===== src/rtl/ddr2_host_port.sv =====
// Host-side front end for ddr2_controller: sequences initialization, issues scalar
// read/write commands under notfull flow control and drains returned read data.
module ddr2_host_port #(
   parameter logic [2:0] CMD_NOP      = 3'b000,
   parameter logic [2:0] CMD_SCR      = 3'b001,
   parameter logic [2:0] CMD_SCW      = 3'b010,
   parameter int          MAX_OUTST    = 8,
   parameter int          RD_LAT       = 1,
   parameter int          INIT_TIMEOUT = 20000
) (
   input  logic        clk,
   input  logic        reset,
   input  logic        start,
   input  logic        h_valid,
   output logic        h_ready,
   input  logic        h_we,
   input  logic [24:0] h_addr,
   input  logic [15:0] h_wdata,
   output logic        r_valid,
   input  logic        r_ready,
   output logic [15:0] r_data,
   output logic [24:0] r_addr,
   output logic        init_done,
   output logic        init_err,
   output logic        ctl_initddr,
   output logic [2:0]  ctl_cmd,
   output logic [24:0] ctl_addr,
   output logic [15:0] ctl_din,
   output logic        ctl_read,
   input  logic        ctl_ready,
   input  logic        ctl_notfull,
   input  logic [6:0]  ctl_fillcount,
   input  logic [15:0] ctl_dout,
   input  logic [24:0] ctl_raddr,
   output logic [1:0]  dbg_state,
   output logic [6:0]  dbg_outst
);

   localparam logic [1:0] ST_IDLE = 2'd0;
   localparam logic [1:0] ST_INIT = 2'd1;
   localparam logic [1:0] ST_RUN  = 2'd2;
   localparam logic [1:0] ST_ERR  = 2'd3;

   localparam int OW = $clog2(MAX_OUTST + 1);
   localparam int IW = $clog2(INIT_TIMEOUT + 1);

   logic [1:0]        state;
   logic [IW-1:0]     init_cnt;
   logic [OW-1:0]     outst;
   logic [RD_LAT-1:0] pop_pipe;
   logic              accept;
   logic              rd_accept;
   logic              capture;
   logic              cap_dec;

   // Handshakes: a transfer happens on a clock edge where valid and ready are both
   // high; valid never waits on ready, and ready may depend combinationally on valid-side
   // fields (h_we) but the payload must be held stable until the transfer completes.
   assign h_ready   = (state == ST_RUN) & ctl_notfull & (h_we | (outst < OW'(MAX_OUTST)));
   assign accept    = h_valid & h_ready;
   assign rd_accept = accept & ~h_we;

   // A pop is only launched when the response register is guaranteed free at capture.
   assign ctl_read  = (state == ST_RUN) & (ctl_fillcount != 7'd0) & ~(|pop_pipe) &
                      (~r_valid | r_ready);
   assign capture   = pop_pipe[RD_LAT-1];
   assign cap_dec   = capture & (outst != '0);

   assign ctl_initddr = (state == ST_INIT) | (state == ST_RUN);
   assign init_done   = (state == ST_RUN);
   assign init_err    = (state == ST_ERR);
   assign dbg_state   = state;
   assign dbg_outst   = 7'(outst);

   always_ff @(posedge clk or negedge reset) begin
      if (!reset) begin
         state    <= ST_IDLE;
         init_cnt <= '0;
      end else begin
         case (state)
            ST_IDLE: begin
               init_cnt <= '0;
               if (start) state <= ST_INIT;
            end
            ST_INIT: begin
               init_cnt <= init_cnt + IW'(1);
               if (ctl_ready)                              state <= ST_RUN;
               else if (init_cnt == IW'(INIT_TIMEOUT - 1)) state <= ST_ERR;
            end
            ST_RUN:  state <= ST_RUN;
            default: state <= ST_ERR;
         endcase
      end
   end

   always_ff @(posedge clk or negedge reset) begin
      if (!reset) begin
         ctl_cmd  <= CMD_NOP;
         ctl_addr <= '0;
         ctl_din  <= '0;
      end else if (accept) begin
         ctl_cmd  <= h_we ? CMD_SCW : CMD_SCR;
         ctl_addr <= h_addr;
         ctl_din  <= h_wdata;
      end else begin
         ctl_cmd  <= CMD_NOP;
      end
   end

   always_ff @(posedge clk or negedge reset) begin
      if (!reset) begin
         outst <= '0;
      end else begin
         case ({rd_accept, cap_dec})
            2'b10:   outst <= outst + OW'(1);
            2'b01:   outst <= outst - OW'(1);
            default: outst <= outst;
         endcase
      end
   end

   always_ff @(posedge clk or negedge reset) begin
      if (!reset) begin
         pop_pipe <= '0;
      end else begin
         pop_pipe[0] <= ctl_read;
         for (int i = 1; i < RD_LAT; i++) pop_pipe[i] <= pop_pipe[i-1];
      end
   end

   always_ff @(posedge clk or negedge reset) begin
      if (!reset) begin
         r_valid <= 1'b0;
         r_data  <= '0;
         r_addr  <= '0;
      end else if (capture) begin
         r_valid <= 1'b1;
         r_data  <= ctl_dout;
         r_addr  <= ctl_raddr;
      end else if (r_ready) begin
         r_valid <= 1'b0;
      end
   end

endmodule


===== config.mk =====
export PLATFORM = sky130hd
export DESIGN_NAME = ddr2_host_port
export DESIGN_NICKNAME = d
export VERILOG_FILES = /design/src/rtl/ddr2_host_port.sv
export SDC_FILE = /design/constraint.sdc
export NUM_CORES = 1
export LEC_CHECK = 0
export ABC_AREA = 1
export ABC_CLOCK_PERIOD_IN_PS = 3100
export BUFFER_PORTS_ARGS = -buffer_cell sky130_fd_sc_hd__buf_4
export CAP_MARGIN = 30
export CELL_PAD_IN_SITES_DETAIL_PLACEMENT = 1
export CELL_PAD_IN_SITES_GLOBAL_PLACEMENT = 2
export CORE_ASPECT_RATIO = 0.9
export CORE_UTILIZATION = 26
export DETAILED_ROUTE_END_ITERATION = 16
export GPL_ROUTABILITY_DRIVEN = 0
export GPL_TIMING_DRIVEN = 1
export PLACE_DENSITY_LB_ADDON = 0.08
export SYNTH_ARGS = -nofsm -noshare
export SYNTH_HDL_FRONTEND = slang
export SYNTH_SLANG_ARGS = --single-unit

===== constraint.sdc =====
create_clock -name clk -period 3.1 [get_ports clk]
set_input_delay 0.465 -clock clk [delete_from_list [all_inputs] [get_ports clk]]
set_output_delay 0.465 -clock clk [all_outputs]
set_load 0.01 [all_outputs]

==> results of run 1 <==
## cell type report
type | instances | area, um2
Tap cell | 235 | 294
Multi-Input combinational cell | 392 | 1700
Fill cell | 2095 | 10500
Clock buffer | 10 | 229
Inverter | 32 | 120
Sequential cell | 107 | 2680
Timing Repair Buffer | 199 | 1510
Clock inverter | 5 | 62.6
## power breakdown
group | switching, uW | internal (uW) | leakage (uW)
Clock | 541 | 631 | 0.000141
Combinational | 1410 | 1220 | 0.00214
Sequential | 355 | 1980 | 0.00134
Total | 2300 | 3830 | 0.00362
## per-layer routing
metal  vias to the layer above  GRT usage (%)  share of wire, %
li1                       2042              -                 -
met1                      1965           20.2                45
met2                       124           26.5                46
met3                        12           5.30               7.1
met4                         0           5.50               1.3
met5                         -              0                 0
## metrics by stage
stage / instances / hold WS [ps] / util [%]
6_report: 980 / 119 / 38.5
3_5_place_dp: 965 / 460 / 36.8
2_1_floorplan: 553 / 169 / -
5_1_grt: 980 / 163 / 38.5
4_1_cts: 980 / 142 / 38.5
3_3_place_gp: 965 / 457 / 36.8
## layout by cell type (no fill, tap or decap), types with 3 or more instances in the layout
cell / instances
sky130_fd_sc_hd__inv_1: 30
sky130_fd_sc_hd__nand3_1: 15
sky130_fd_sc_hd__nand2_1: 297
sky130_fd_sc_hd__nor2_1: 23
sky130_fd_sc_hd__conb_1: 4
sky130_fd_sc_hd__buf_4: 198
sky130_fd_sc_hd__nor3_1: 3
sky130_fd_sc_hd__a21oi_1: 7
sky130_fd_sc_hd__dfrtp_1: 107
sky130_fd_sc_hd__clkbuf_16: 9
sky130_fd_sc_hd__o21ai_0: 9
sky130_fd_sc_hd__a22oi_1: 3
sky130_fd_sc_hd__ha_1: 9
## critical path, delay by kind of cell (launching register included)
kind / cells / cell delay (ps)
AOI/OAI and AO/OA: 2 / 310
adders and majority gates: 3 / 850
buffers and inverters: 2 / 190
DFF: 1 / 430
and+or+nand+nor: 8 / 540
## path summary, 6_finish.rpt
path                                    from           to  slack (ps)  cells past startpoint
worst max-delay path            dbg_state[0]     outst[3]         680                     15
worst min-delay path                   reset  ctl_addr[3]         120                      1
worst max register to register  dbg_state[0]     outst[3]         680                     15
worst min register to register    r_addr[11]   r_addr[11]         470                      2
max in group asynchronous              reset    r_addr[4]        2300                      2
min in group clk                   h_addr[8]  ctl_addr[8]         300                      3
## sequential cells by signal, summed over array words and instances, names as in the netlist
| register | count |
|---|---|
| init_cnt | 15 |
| ctl_addr | 25 |
| ctl_cmd | 2 |
| capture | 1 |
| r_addr | 25 |
| outst | 4 |
| ctl_din | 16 |
| r_data | 16 |
| r_valid | 1 |
| dbg_state | 2 |
## logic make-up after synthesis
family | Yosys count
AO/OA/AOI/OAI | 24
XOR/XNOR | 3
adder cells (fa/ha/maj) | 10
buffers and inverters | 54
flip-flops | 107
other | 1
AND/OR/NAND/NOR | 351
==> metrics.log, run 1 <==
[metrics] status: complete, no violations
[metrics] number of DRC violations after detailed routing: 0
[metrics] leading post-synthesis cells by instance count: sky130_fd_sc_hd__nand2_1 (297), sky130_fd_sc_hd__dfrtp_1 (107), sky130_fd_sc_hd__inv_1 (30)
[metrics] starting utilization of the core area: 26.9%
[metrics] Std-Cell Core Area: 17100 um2
[metrics] leakage power: 0.00362 uW
[metrics] cell type with the highest aggregate area in the netlist: sky130_fd_sc_hd__dfrtp_1
[metrics] final setup TNS: 0 ps
[metrics] multiplexer share of the synthesized area: 0%
[metrics] maximum achievable frequency: 413 MHz
[metrics] Worst-path clk slew: 70 ps
[metrics] Slew HR: 59.7%
[metrics] die outline height: 128 um
[metrics] I/O pins: 197
[metrics] buffer type at the clock tree root: sky130_fd_sc_hd__clkbuf_16
[metrics] Synth Cell Area: 4610 um2
[metrics] count of mapped cells out of synthesis: 550
[metrics] Via density: 4.23
[metrics] total count of max-transition violations in the final report: 0
[metrics] stage delay of the slowest cell on the critical path: 430 ps
[metrics] via count of the first global-routing pass: 4398
[metrics] slew at the pin closest to its max-slew limit: 604 ps
[metrics] post-route antenna net violation count: 0
[metrics] most instantiated library cell after synthesis: sky130_fd_sc_hd__nand2_1
[metrics] share of async-settable or async-resettable flops after synthesis: 100%
[metrics] Crit Path Category: flip-flop to flip-flop
[metrics] xor and xnor fraction of the mapped netlist area: 0.570%
[metrics] Yosys cell types: 33
[metrics] combinational family with the most area after synthesis: simple AND/OR/NAND/NOR gates
[metrics] wire length per cell: 14.4 um
[metrics] Synth warnings: 0
[metrics] H-tree levels: 3
[metrics] final worst path period share: 78.2%
[metrics] final hold violations: 0
[metrics] library cell appearing most often on the critical path: sky130_fd_sc_hd__nand2_1
[metrics] dominant cells by area after synthesis: sky130_fd_sc_hd__dfrtp_1 (58%), sky130_fd_sc_hd__nand2_1 (24%), sky130_fd_sc_hd__ha_1 (2.4%)
[metrics] width of the die: 142 um
[metrics] area share of the largest cell type after synthesis: 58.1%
[metrics] signal arrival time at the worst endpoint: 2670 ps
[metrics] fraction of final layout cells with drive strength greater than 1: 29.9%
[metrics] wire length of the first global-routing pass: 22700 um
[metrics] power density over the cells: 931 nW/um2
[metrics] mean instance size in the synthesized netlist: 8.38 um2
[metrics] Max-Cap Viols: 0
[metrics] synthesized-area fraction occupied by adder cells: 2.88%
[metrics] HPWL after detailed placement: 10500 um
[metrics] simple-gate portion of the synthesized area: 30.1%
[metrics] post-route cell area: 6590 um2
[metrics] quantity of hold-fixing buffers added after cts: 0
[metrics] number of post-CTS setup repair buffers: 0
[metrics] total wirelength of the detailed-routed design: 14100 um
[metrics] vias after detailed routing: 4143
[metrics] number of DRC markers after the initial detailed-route iteration: 127
[metrics] later-pin clock latency in the skew report: 350 ps
[metrics] grt total ovfl: 0
[metrics] post-placement setup slack: 639 ps
[metrics] # port buffers: 192
[metrics] maximum number of pins on one net before global-route repair: 44
[metrics] clock tree from TritonCTS: done
[metrics] final setup vio count: 0
[metrics] share of the yosys chip area belonging to registers: 58.1%
[metrics] die footprint: 18300 um2
[metrics] Post-DP Area: 6300 um2
[metrics] RSZ-0062 raised after global routing: no
[metrics] Final Worst Setup Slack: 676 ps
[metrics] worst-case clock buffer depth: 2
[metrics] clk sinks: 107
[metrics] cell breakdown of the critical path: inv_1 -> ha_1 -> nand2_1 -> a21oi_2 -> nand2_2 -> inv_2 -> nand2_1 -> ha_1 -> ha_1 -> nand2_1 -> nand2_1 -> o21ai_0 -> nand2_1 -> nand2_1 -> nand2_1
[metrics] most instantiated flip-flop cell in the synthesis netlist: sky130_fd_sc_hd__dfrtp_1
[metrics] WP data required: 3340 ps
[metrics] Worst VDD drop: 397 uV
[metrics] cells resized by post-CTS repair: 0
[metrics] total global routing track utilization: 16.3%
[metrics] standard cell with the maximum stage delay on the critical path: sky130_fd_sc_hd__dfrtp_1
[metrics] crit start category: flip-flop
[metrics] Syn-to-layout area delta: 43.0%
[metrics] site row count: 45
[metrics] n_diodes: 0
[metrics] total power: 6140 uW
[metrics] net count of the finished layout: 848
[metrics] count of state elements after synthesis: 107
[metrics] post-layout min period: 2420 ps
[metrics] hold crit path type: input pin to asynchronous set/reset pin
[metrics] critical-path maximum fanout: 5
[metrics] kind of capture point of the worst setup path: flip-flop
[metrics] number of antenna violations at the first check in global routing: 0
[metrics] TritonCTS Buffers: 9
[metrics] number of flops mapped to enable cells by yosys: 0
[metrics] First-pass DRT Iterations: 4
[metrics] final setup skew: 7.08 ps
[metrics] Synth Area in Compound Gates: 3.01%
Power figures use the tool's default switching activity.
==> inputs of run 2 (changes only) <==
Settings changed: ABC_CLOCK_PERIOD_IN_PS 3100 to 2300.
Clock period 3.1 ns to 2.3 ns, I/O delays scaled along.
==> run 2 against run 1 <==
  * Fmax rose by 17%
  * Largest power group unchanged
  * Routed wire length is 3.9% lower
  * Power is 38% higher
  * Clock skew is 2.3 ps higher
  * Hold slack improved by 61 ps
  * Sequential share of layout area is 0.74 points lower
  * Critical path depth grew 1
  * Sequential cell count unchanged
  * Utilization rose by 0.73 points
  * Register-to-register slack got worse by 440 ps
  * Count of clock-buffer cells in the layout is 1 lower
==> metrics.log, run 2 (synthesis results as in run 1) <==
[metrics] I/O pins: 197 (unchanged)
[metrics] RSZ-0062 raised after global routing: no
[metrics] signal arrival time at the worst endpoint: 2310 ps (-360 ps)
[metrics] number of DRC violations after detailed routing: 0 (unchanged)
[metrics] maximum number of pins on one net before global-route repair: 46 (+4.5%)
[metrics] cell breakdown of the critical path: inv_2 -> ha_4 -> nand2_1 -> a21oi_2 -> nand2_2 -> inv_2 -> nand2_2 -> ha_4 -> ha_4 -> nand2_1 -> nor2_2 -> nor2_1 -> nand2b_1 -> nand2_1 -> nand2_1 -> nand2_1
[metrics] wire length of the first global-routing pass: 22200 um (-2.1%)
[metrics] clock tree from TritonCTS: done
[metrics] Via density: 4.21 (-0.36%)
[metrics] grt total ovfl: 0 (unchanged)
[metrics] TritonCTS Buffers: 9 (unchanged)
[metrics] post-route antenna net violation count: 0 (unchanged)
[metrics] number of DRC markers after the initial detailed-route iteration: 115 (-9.4%)
[metrics] final setup skew: 9.42 ps (+2.33 ps)
[metrics] width of the die: 142 um (unchanged)
[metrics] # port buffers: 192 (unchanged)
[metrics] stage delay of the slowest cell on the critical path: 410 ps (-20 ps)
[metrics] final worst path period share: 89.7% (+12 points)
[metrics] top cell family by delay on the critical path: simple AND/OR/NAND/NOR gates
[metrics] power density over the cells: 1260 nW/um2 (+35%)
[metrics] fraction of final layout cells with drive strength greater than 1: 31.7% (+1.8 points)
[metrics] vias after detailed routing: 4166 (+0.56%)
[metrics] total wirelength of the detailed-routed design: 13500 um (-3.9%)
[metrics] WP data required: 2550 ps (-790 ps)
[metrics] leakage power: 0.00366 uW (+1.2%)
[metrics] maximum achievable frequency: 485 MHz (+17%)
[metrics] HPWL after detailed placement: 10100 um (-3.6%)
[metrics] Syn-to-layout area delta: 45.8%
[metrics] commonest non-fill, non-tap cells in the layout: sky130_fd_sc_hd__nand2_1 (296), sky130_fd_sc_hd__buf_4 (205), sky130_fd_sc_hd__dfrtp_1 (106)
[metrics] Worst-path clk slew: 80 ps (about the same)
[metrics] Max-Cap Viols: 0 (unchanged)
[metrics] standard cell with the maximum stage delay on the critical path: sky130_fd_sc_hd__dfrtp_2
[metrics] most common cell after layout, fill and taps aside: sky130_fd_sc_hd__nand2_1
[metrics] non-filler cells, final: 989 (+0.92%)
[metrics] status: complete, no violations
[metrics] number of antenna violations at the first check in global routing: 0 (unchanged)
[metrics] area used by multi-input combinational logic: 1740 um2 (+2.5%)
[metrics] post-layout min period: 2060 ps (-361 ps)
[metrics] fill cell count: 2098 (+0.14%)
[metrics] crit start category: flip-flop
[metrics] wire length per cell: 13.7 um (-4.7%)
[metrics] via count of the first global-routing pass: 4383 (-0.34%)
[metrics] Inst Count DP: 970 (+0.52%)
[metrics] library cell appearing most often on the critical path: sky130_fd_sc_hd__nand2_1
[metrics] Std-Cell Core Area: 17100 um2 (unchanged)
[metrics] largest registers: ctl_addr (25), r_addr (25)
[metrics] H-tree levels: 3 (unchanged)
[metrics] final setup vio count: 0 (unchanged)
[metrics] site row count: 45 (unchanged)
[metrics] Crit Path Category: flip-flop to flip-flop
[metrics] kind of capture point of the worst setup path: flip-flop
[metrics] total buffers and inverters traversed by the critical path: 2 (unchanged)
[metrics] die footprint: 18300 um2 (unchanged)
[metrics] worst-case clock buffer depth: 2 (unchanged)
[metrics] n_diodes: 0 (unchanged)
[metrics] buffer type at the clock tree root: sky130_fd_sc_hd__clkbuf_16
[metrics] final setup TNS: 0 ps (unchanged)
[metrics] later-pin clock latency in the skew report: 360 ps (about the same)
[metrics] hold crit path type: input pin to flip-flop
[metrics] Worst VDD drop: 449 uV (+13%)
[metrics] starting utilization of the core area: 26.9% (unchanged)
[metrics] clk sinks: 107 (unchanged)
[metrics] First-pass DRT Iterations: 4 (unchanged)
[metrics] net count of the finished layout: 856 (+0.94%)
[metrics] die outline height: 128 um (unchanged)
[metrics] Reg area: 2680 um2 (about the same)
[metrics] critical-path maximum fanout: 4 (-1)
[metrics] total count of max-transition violations in the final report: 0 (unchanged)
[metrics] final hold violations: 0 (unchanged)
[metrics] total global routing track utilization: 15.7% (-0.52 points)
[run 2: power breakdown]
group / leakage, uW / switching, uW / total [uW] / internal [uW]
clock network: 0.000146 / 746 / 1610 / 866
registers: 0.00134 / 474 / 3140 / 2670
logic: 0.00217 / 1930 / 3680 / 1760
total: 0.00366 / 3150 / 8440 / 5290
[run 2: final timing paths]
| check | from | to | slack [ps] | cells past startpoint |
|---|---|---|---|---|
| worst max-delay path | dbg_state[0] | outst[3] | 240 | 16 |
| worst min-delay path | h_addr[8] | ctl_addr[8] | 180 | 3 |
| worst max register to register | dbg_state[0] | outst[3] | 240 | 16 |
| worst min register to register | r_addr[23] | r_addr[23] | 470 | 2 |
| max in group asynchronous | reset | dbg_state[0] | 1200 | 3 |
| min in group asynchronous | reset | ctl_din[2] | 480 | 2 |
[run 2: worst min-delay path, stage by stage]
cell and delay (ps):
sky130_fd_sc_hd__buf_4 80, sky130_fd_sc_hd__nand2_1 40, sky130_fd_sc_hd__nand2_1 40
[run 2: final cells by class]
type                            count  share of cell area (%)
Tap cell                          235                    4.38
Sequential cell                   107                    39.9
Clock buffer                        9                    3.35
Clock inverter                      7                    1.27
Timing Repair Buffer              207                    23.4
Inverter                           32                    1.79
Multi-Input combinational cell    392                    26.0
[run 2: metrics by stage]
step,total power [uW],util (%),hold WS [ps],instance area (um2),worst slack [ps]
after floorplan,4880,-,49.4,4630,9.22
after global placement,6790,37.1,330,6350,182
after detailed placement,6890,37.1,325,6350,54.2
after CTS,8570,39.0,159,6670,45.4
after global routing,9180,39.2,174,6720,9.55
final,8440,39.2,180,6720,237
[run 2: repair_timing]
action                                 CTS  global route
gates resized for setup                  0             6
hold buffers                             1             0
setup endpoints to repair                0             2
setup buffers                            0             2
endpoints found under the hold margin   30             0
[run 2: metal layers]
| metal | global-route usage [%] | vias to the layer above | routed length (um) |
|---|---|---|---|
| met3 | 3.55 | 12 | 634 |
| met1 | 19.6 | 1996 | 6110 |
| met4 | 4.93 | 0 | 146 |
| met5 | 0 | - | 0 |
| met2 | 27.1 | 98 | 6630 |
| li1 | - | 2060 | - |
